[src/rtl/fetch_stage.sv]
// Instruction-fetch stage: PC register, IF/ID pipeline register, RUN/HALTED control.
// Optional perf counters enabled by defining FETCH_PERF_CNT_EN.
module fetch_stage #(
    parameter logic [7:0]         RESET_PC = 8'h00,
    parameter int                 INSTR_W  = 8,
    parameter logic [INSTR_W-1:0] NOP      = '0
) (
    input  logic               clk,
    input  logic               rst,
    output logic [7:0]         pc_out,
    input  logic [7:0]         pc_plus1,
    output logic [7:0]         imem_addr,
    input  logic [INSTR_W-1:0] imem_rdata,
    input  logic               stall,
    input  logic               branch_taken,
    input  logic [7:0]         branch_target,
    input  logic               halt_req,
    output logic [INSTR_W-1:0] ifid_instr,
    output logic [7:0]         ifid_pc,
    output logic [7:0]         ifid_pc_plus1,
    output logic               ifid_valid,
    output logic               halted,
    output logic [15:0]        fetch_count,
    output logic [15:0]        bubble_count
);

    typedef enum logic {RUN, HALTED} state_t;

    state_t     state;
    logic [7:0] pc;

    assign pc_out    = pc;
    assign imem_addr = pc;
    assign halted    = (state == HALTED);

    // Priority in RUN: halt_req > branch_taken > stall > normal fetch.
    // NOTE: sequential state uses non-blocking assignments so every flop samples pre-edge values.
    always_ff @(posedge clk) begin
        if (rst) begin
            state         <= RUN;
            pc            <= RESET_PC;
            ifid_instr    <= NOP;
            ifid_pc       <= 8'h00;
            ifid_pc_plus1 <= 8'h00;
            ifid_valid    <= 1'b0;
        end else begin
            case (state)
                RUN: begin
                    if (halt_req || branch_taken) begin
                        if (halt_req) state <= HALTED;
                        else          pc    <= branch_target;
                        ifid_instr    <= NOP;
                        ifid_pc       <= 8'h00;
                        ifid_pc_plus1 <= 8'h00;
                        ifid_valid    <= 1'b0;
                    end else if (!stall) begin
                        pc            <= pc_plus1;
                        ifid_instr    <= imem_rdata;
                        ifid_pc       <= pc;
                        ifid_pc_plus1 <= pc_plus1;
                        ifid_valid    <= 1'b1;
                    end
                end
                HALTED: ;
                default: state <= RUN;
            endcase
        end
    end

`ifdef FETCH_PERF_CNT_EN
    logic load_valid;
    logic load_bubble;

    assign load_bubble = (state == RUN) && (halt_req || branch_taken);
    assign load_valid  = (state == RUN) && !halt_req && !branch_taken && !stall;

    // Saturating counters; they stick at 16'hFFFF rather than wrapping.
    always_ff @(posedge clk) begin
        if (rst) begin
            fetch_count  <= 16'h0000;
            bubble_count <= 16'h0000;
        end else begin
            if (load_valid && fetch_count != 16'hFFFF)
                fetch_count <= fetch_count + 16'd1;
            if (load_bubble && bubble_count != 16'hFFFF)
                bubble_count <= bubble_count + 16'd1;
        end
    end
`else
    assign fetch_count  = 16'h0000;
    assign bubble_count = 16'h0000;
`endif

endmodule

[config.mk]
export PLATFORM = sky130hd
export DESIGN_NAME = fetch_stage
export DESIGN_NICKNAME = d
export VERILOG_FILES = /design/src/rtl/fetch_stage.sv
export SDC_FILE = /design/constraint.sdc
export NUM_CORES = 1
export LEC_CHECK = 0
export CELL_PAD_IN_SITES_DETAIL_PLACEMENT = 0
export CELL_PAD_IN_SITES_GLOBAL_PLACEMENT = 2
export CORE_MARGIN = 10
export CORE_UTILIZATION = 19
export CTS_CLUSTER_SIZE = 20
export DETAILED_ROUTE_END_ITERATION = 8
export PLACE_DENSITY_LB_ADDON = 0.3
export SLEW_MARGIN = 25
export SYNTH_ARGS = -nofsm -noshare
export SYNTH_HDL_FRONTEND = slang
export SYNTH_SLANG_ARGS = --single-unit
[constraint.sdc]
create_clock -name clk -period 2.05 [get_ports clk]
set_input_delay 0.5125 -clock clk [delete_from_list [all_inputs] [get_ports clk]]
set_output_delay 0.5125 -clock clk [all_outputs]
set_load 0.01 [all_outputs]
### Word-level counts from Yosys, hierarchy flattened

Cells that the tools add are included.

* register bits after elaboration: 34
* latch bits: 0
* memory bits (writable): 0
* bits in read-only memories: 0
* word-level logic and storage cells: 25
* memories kept: 0

* add/sub/neg operators: 0
* $mul: 0
* divide/modulo/power cells: 0
* order comparisons: 0
* equal/unequal tests: 2
* shift-type cells: 0
* multiplexer cells: 13
* bitwise gates (word level): 1
* reduce and logical (&&, ||, !) cells: 3

Operators by type and width (count)
* 8-bit 2-to-1 mux: 8
* 1-bit 2-to-1 mux: 5
* 3-bit AND reduction: 1
* 2-bit by 1-bit != test with 1-bit output (second input constant): 1
* 2-bit != test (second input constant): 1
* 2-bit AND reduction: 1
* 1-bit logical OR: 1
* 1-bit NOT: 1

### Longest topological paths before layout

* depth in word-level cells: 3
* depth in mapped cells: 6
* mapped depth without buffers: 3

### Least setup slack after synthesis

OpenSTA, ideal clock, no wires.

* path kind: input-to-reg
* start: input port branch_taken
* end: register ifid_pc[0]
* setup time: 59 ps
* arrival time: 1532 ps
* required time: 1991 ps
* setup slack: 460 ps
* cell stages on the path: 5
* path buffers: 2
* cell sequence: buf_6 or3b_4 a21oi_4 buf_6 a22o_1

* word-level cells in the longest chain between the ends: 3

RTL lines
* from (decl): line 15 `input logic branch_taken,`
* 1-bit logical OR (*): line 49 `if (halt_req || branch_taken) begin`
* 2-bit by 1-bit != test with 1-bit output (no line)
* 2-bit AND reduction (no line)
* to (signal assigned): line 59 `ifid_pc <= pc;`
* to (decl): line 19 `output logic [7:0] ifid_pc,`

Mark *: on every way between the ends. The rest lies on a longest branch, timed or not.
A chain may end at the register's enable or synchronous reset.

### Worst setup path after layout

* start: register pc[2], in the netlist imem_addr[2]
* end: output port pc_out[2]

RTL lines
* from (decl): line 30 `logic [7:0] pc;`
* from (signal assigned): line 51 `else pc <= branch_target;`
* from (signal assigned): line 57 `pc <= pc_plus1;`
* to (decl): line 10 `output logic [7:0] pc_out,`

No word-level cell between the ends.

==> reports/qor.txt <==
Clock power frac: 39.6%
FF-to-FF End: ifid_instr[6]
CTS tree: done
Vias in the first global route: 1309
Post-CTS Resized: 0
Synth area leaders: dfxtp_1, buf_4, a22o_1, mux2i_1, a211oi_1
Chip width: 109.3 um
Cell Int Power: 1.190 mW
Slowest CP cell: clkdlybuf4s50_1
Fmax: 0.5586 GHz
Final instance area: 2301 um2
P_leak: 0.9097 nW
TritonCTS Buffers: 5
Crit-path cells: clkdlybuf4s50_1
Sequential share of power: 43.7%
Placement Setup Slack: 0.008553 ns
Final #Nets: 240
Port-buffer cells: 70
R2R depth: 4
Filler Cells Inserted: 805
Post-route minimum period: 1.790 ns
Synth Warn #: 0
Placed Area: 2187 um2
Core box area: 7727 um2
Hold Startpoint: ifid_pc[5]
Post-Synthesis Cell Area: 1516 um2
Endpoints failing setup: 0
DP Wirelength: 3.767 mm
WL final: 4.725 mm
Mapped Avg Cell Area: 10.53 um2
CTS Hold Bufs: 0
P_sw: 0.4158 mW
Vias post-DR: 1184
Seq cells post-synth: 34
H-tree Lvls: 2
Die footprint: 11960 um2
VDD IR max: 210.2 uV
Max-cap viol count: 0
DRT iter0 DRCs: 11
Final setup margin: 0.2597 ns
Vias/cell: 3.771
Clock skew: 0.01119 ns
Count leader, synth: buf_4
Root buffer cell: clkbuf_8
Final setup TNS: 0 ns
Most common library cells after synthesis: buf_4, dfxtp_1, a22o_1
RSZ-0062 raised after global routing: false
Async S/R FF share, synth: 0%
Drt pass-1 iters: 3
Seq/Total Area, Yosys: 44.88%
Top-area cell type share of the netlist area: 44.88%
Sw frac: 25.89%
CP Capture Type: output port
Die height: 109.3 um
Initial antenna violation count: 0
Worst-path clk slew: 0.08 ns
Crit path DAT: 1.28 ns
Grt ovf: 0
GR Util All Layers: 7.513%
# diodes: 0
Multi-input logic area: 589.3 um2
Post-DRT Antenna Nets: 0
Worst EP required: 1.54 ns
Top FF cell, synth: dfxtp_1
Max incr delay on CP: 0.57 ns
EDFF count, synth: 0
Clock buffer depth: 2
Max-slew violations: 0
Worst min path class: register to register
Post-CTS Setup Repair Bufs: 0
Layout area overhead: 51.73%
Area leader, netlist: dfxtp_1
R2r startpoint: halted
Final Core Density: 29.78%
Hold EP: ifid_pc[5]
Fraction of layout cells with a size suffix above 1: 10.38%
GPL Wtd Cong: 0.6940
Cells after Synth: 144
Fin Hold WS: 0.4768 ns
Status: complete, no violations
Number of clock sinks: 34
Buf+Inv Stages, Crit Path: 1
Skew-Pair Late Insertion Delay: 0.29 ns
Final period util: 87.33%
Hold depth: 1
Final hold violation count: 0
Largest net degree at the start of global routing: 14
Comb pwr share: 16.7%
Flop-to-flop setup slack: 0.88 ns
Unique masters post-synth: 19
FF+latch area: 680.7 um2
Initial core utilization: 19.62%
Cell area power density: 698.0 nW/um2
Crit path max fanout: 4
Row count: 32
Crit start category: register
Kind of critical path: register to output port
WL/cell: 15.05 um
Residual DRC: 0
First-pass GRT wire length: 6.934 mm
Top delay family on crit path: buffers and inverters
I/O Pins: 103
-- flip-flops by register name, summed over array words and instances, names as in the netlist --
register and count:
ifid_pc 8, ifid_pc_plus1 8, halted 1, imem_addr 8
ifid_valid 1, ifid_instr 8
-- final cells by class --
class                      instances  area share (%)
tap                              102           5.546
clock inverter                     3           1.958
clock buffer                       5           2.991
sequential                        34           29.58
multi-input combinational         91           25.61
timing repair buffer              78           34.15
inverter                           1          0.1631
-- placed cells by master, fill, tap and decap left out, drive strengths merged --
cell and count:
and2 1, nor2 5, dfxtp 34, a21oi 9
or3b 1, buf 8, conb 32, bufinv 1
and3b 1, clkdlybuf4s50 70, mux2i 8, nand2b 1
clkbuf 5, inv 1, a211oi 8, o22ai 1
a22o 24, clkinvlp 2
-- power by group through the flow --
stage | combinational [mW] | clock [mW] | sequential [mW]
finish | 0.268 | 0.636 | 0.703
global route | 0.290 | 0.680 | 0.707
detailed placement | 0.270 | 0 | 0.719
floorplan | 0.164 | 0 | 0.725
CTS | 0.270 | 0.659 | 0.704
global placement | 0.270 | 0 | 0.718
-- layer usage --
| layer | global-route usage, % | wire, um | share of wire [%] |
|---|---|---|---|
| met1 | 8.524 | 1948 | 41 |
| met2 | 12.10 | 2229 | 47 |
| met3 | 3.160 | 481 | 10 |
| met4 | 3.346 | 65 | 1.4 |
| met5 | 0 | 0 | 0 |
-- worst max path at each step --
stage | endpoint | depth (start not counted) | slack, ns | start
global placement | ifid_pc_plus1[3] | 5 | 0.02 | stall
detailed placement | ifid_pc_plus1[1] | 5 | 0.009 | stall
global route | pc_out[2] | 1 | 0.20 | imem_addr[2]
finish | pc_out[2] | 1 | 0.26 | imem_addr[2]
floorplan | ifid_pc[0] | 5 | 0.46 | branch_taken
CTS | imem_addr[2] | 1 | 0.22 | imem_addr[2]
-- per-stage QoR --
step / instances / power (mW)
final: 314 / 1.606
after global routing: 314 / 1.678
after CTS: 314 / 1.634
after detailed placement: 306 / 0.9883
after global placement: 306 / 0.9877
after floorplan: 175 / 0.8888
-- cells by family after synthesis --
kind of cell / after synthesis / share of synthesized area (%)
muxes: 8 / 5.281
AOI/OAI and AO/OA: 42 / 22.28
other: 1 / 0.2473
and+or+nand+nor: 9 / 3.384
buffers and inverters: 50 / 23.93
DFF: 34 / 44.88
No activity file was read; power rests on OpenSTA's default activity.
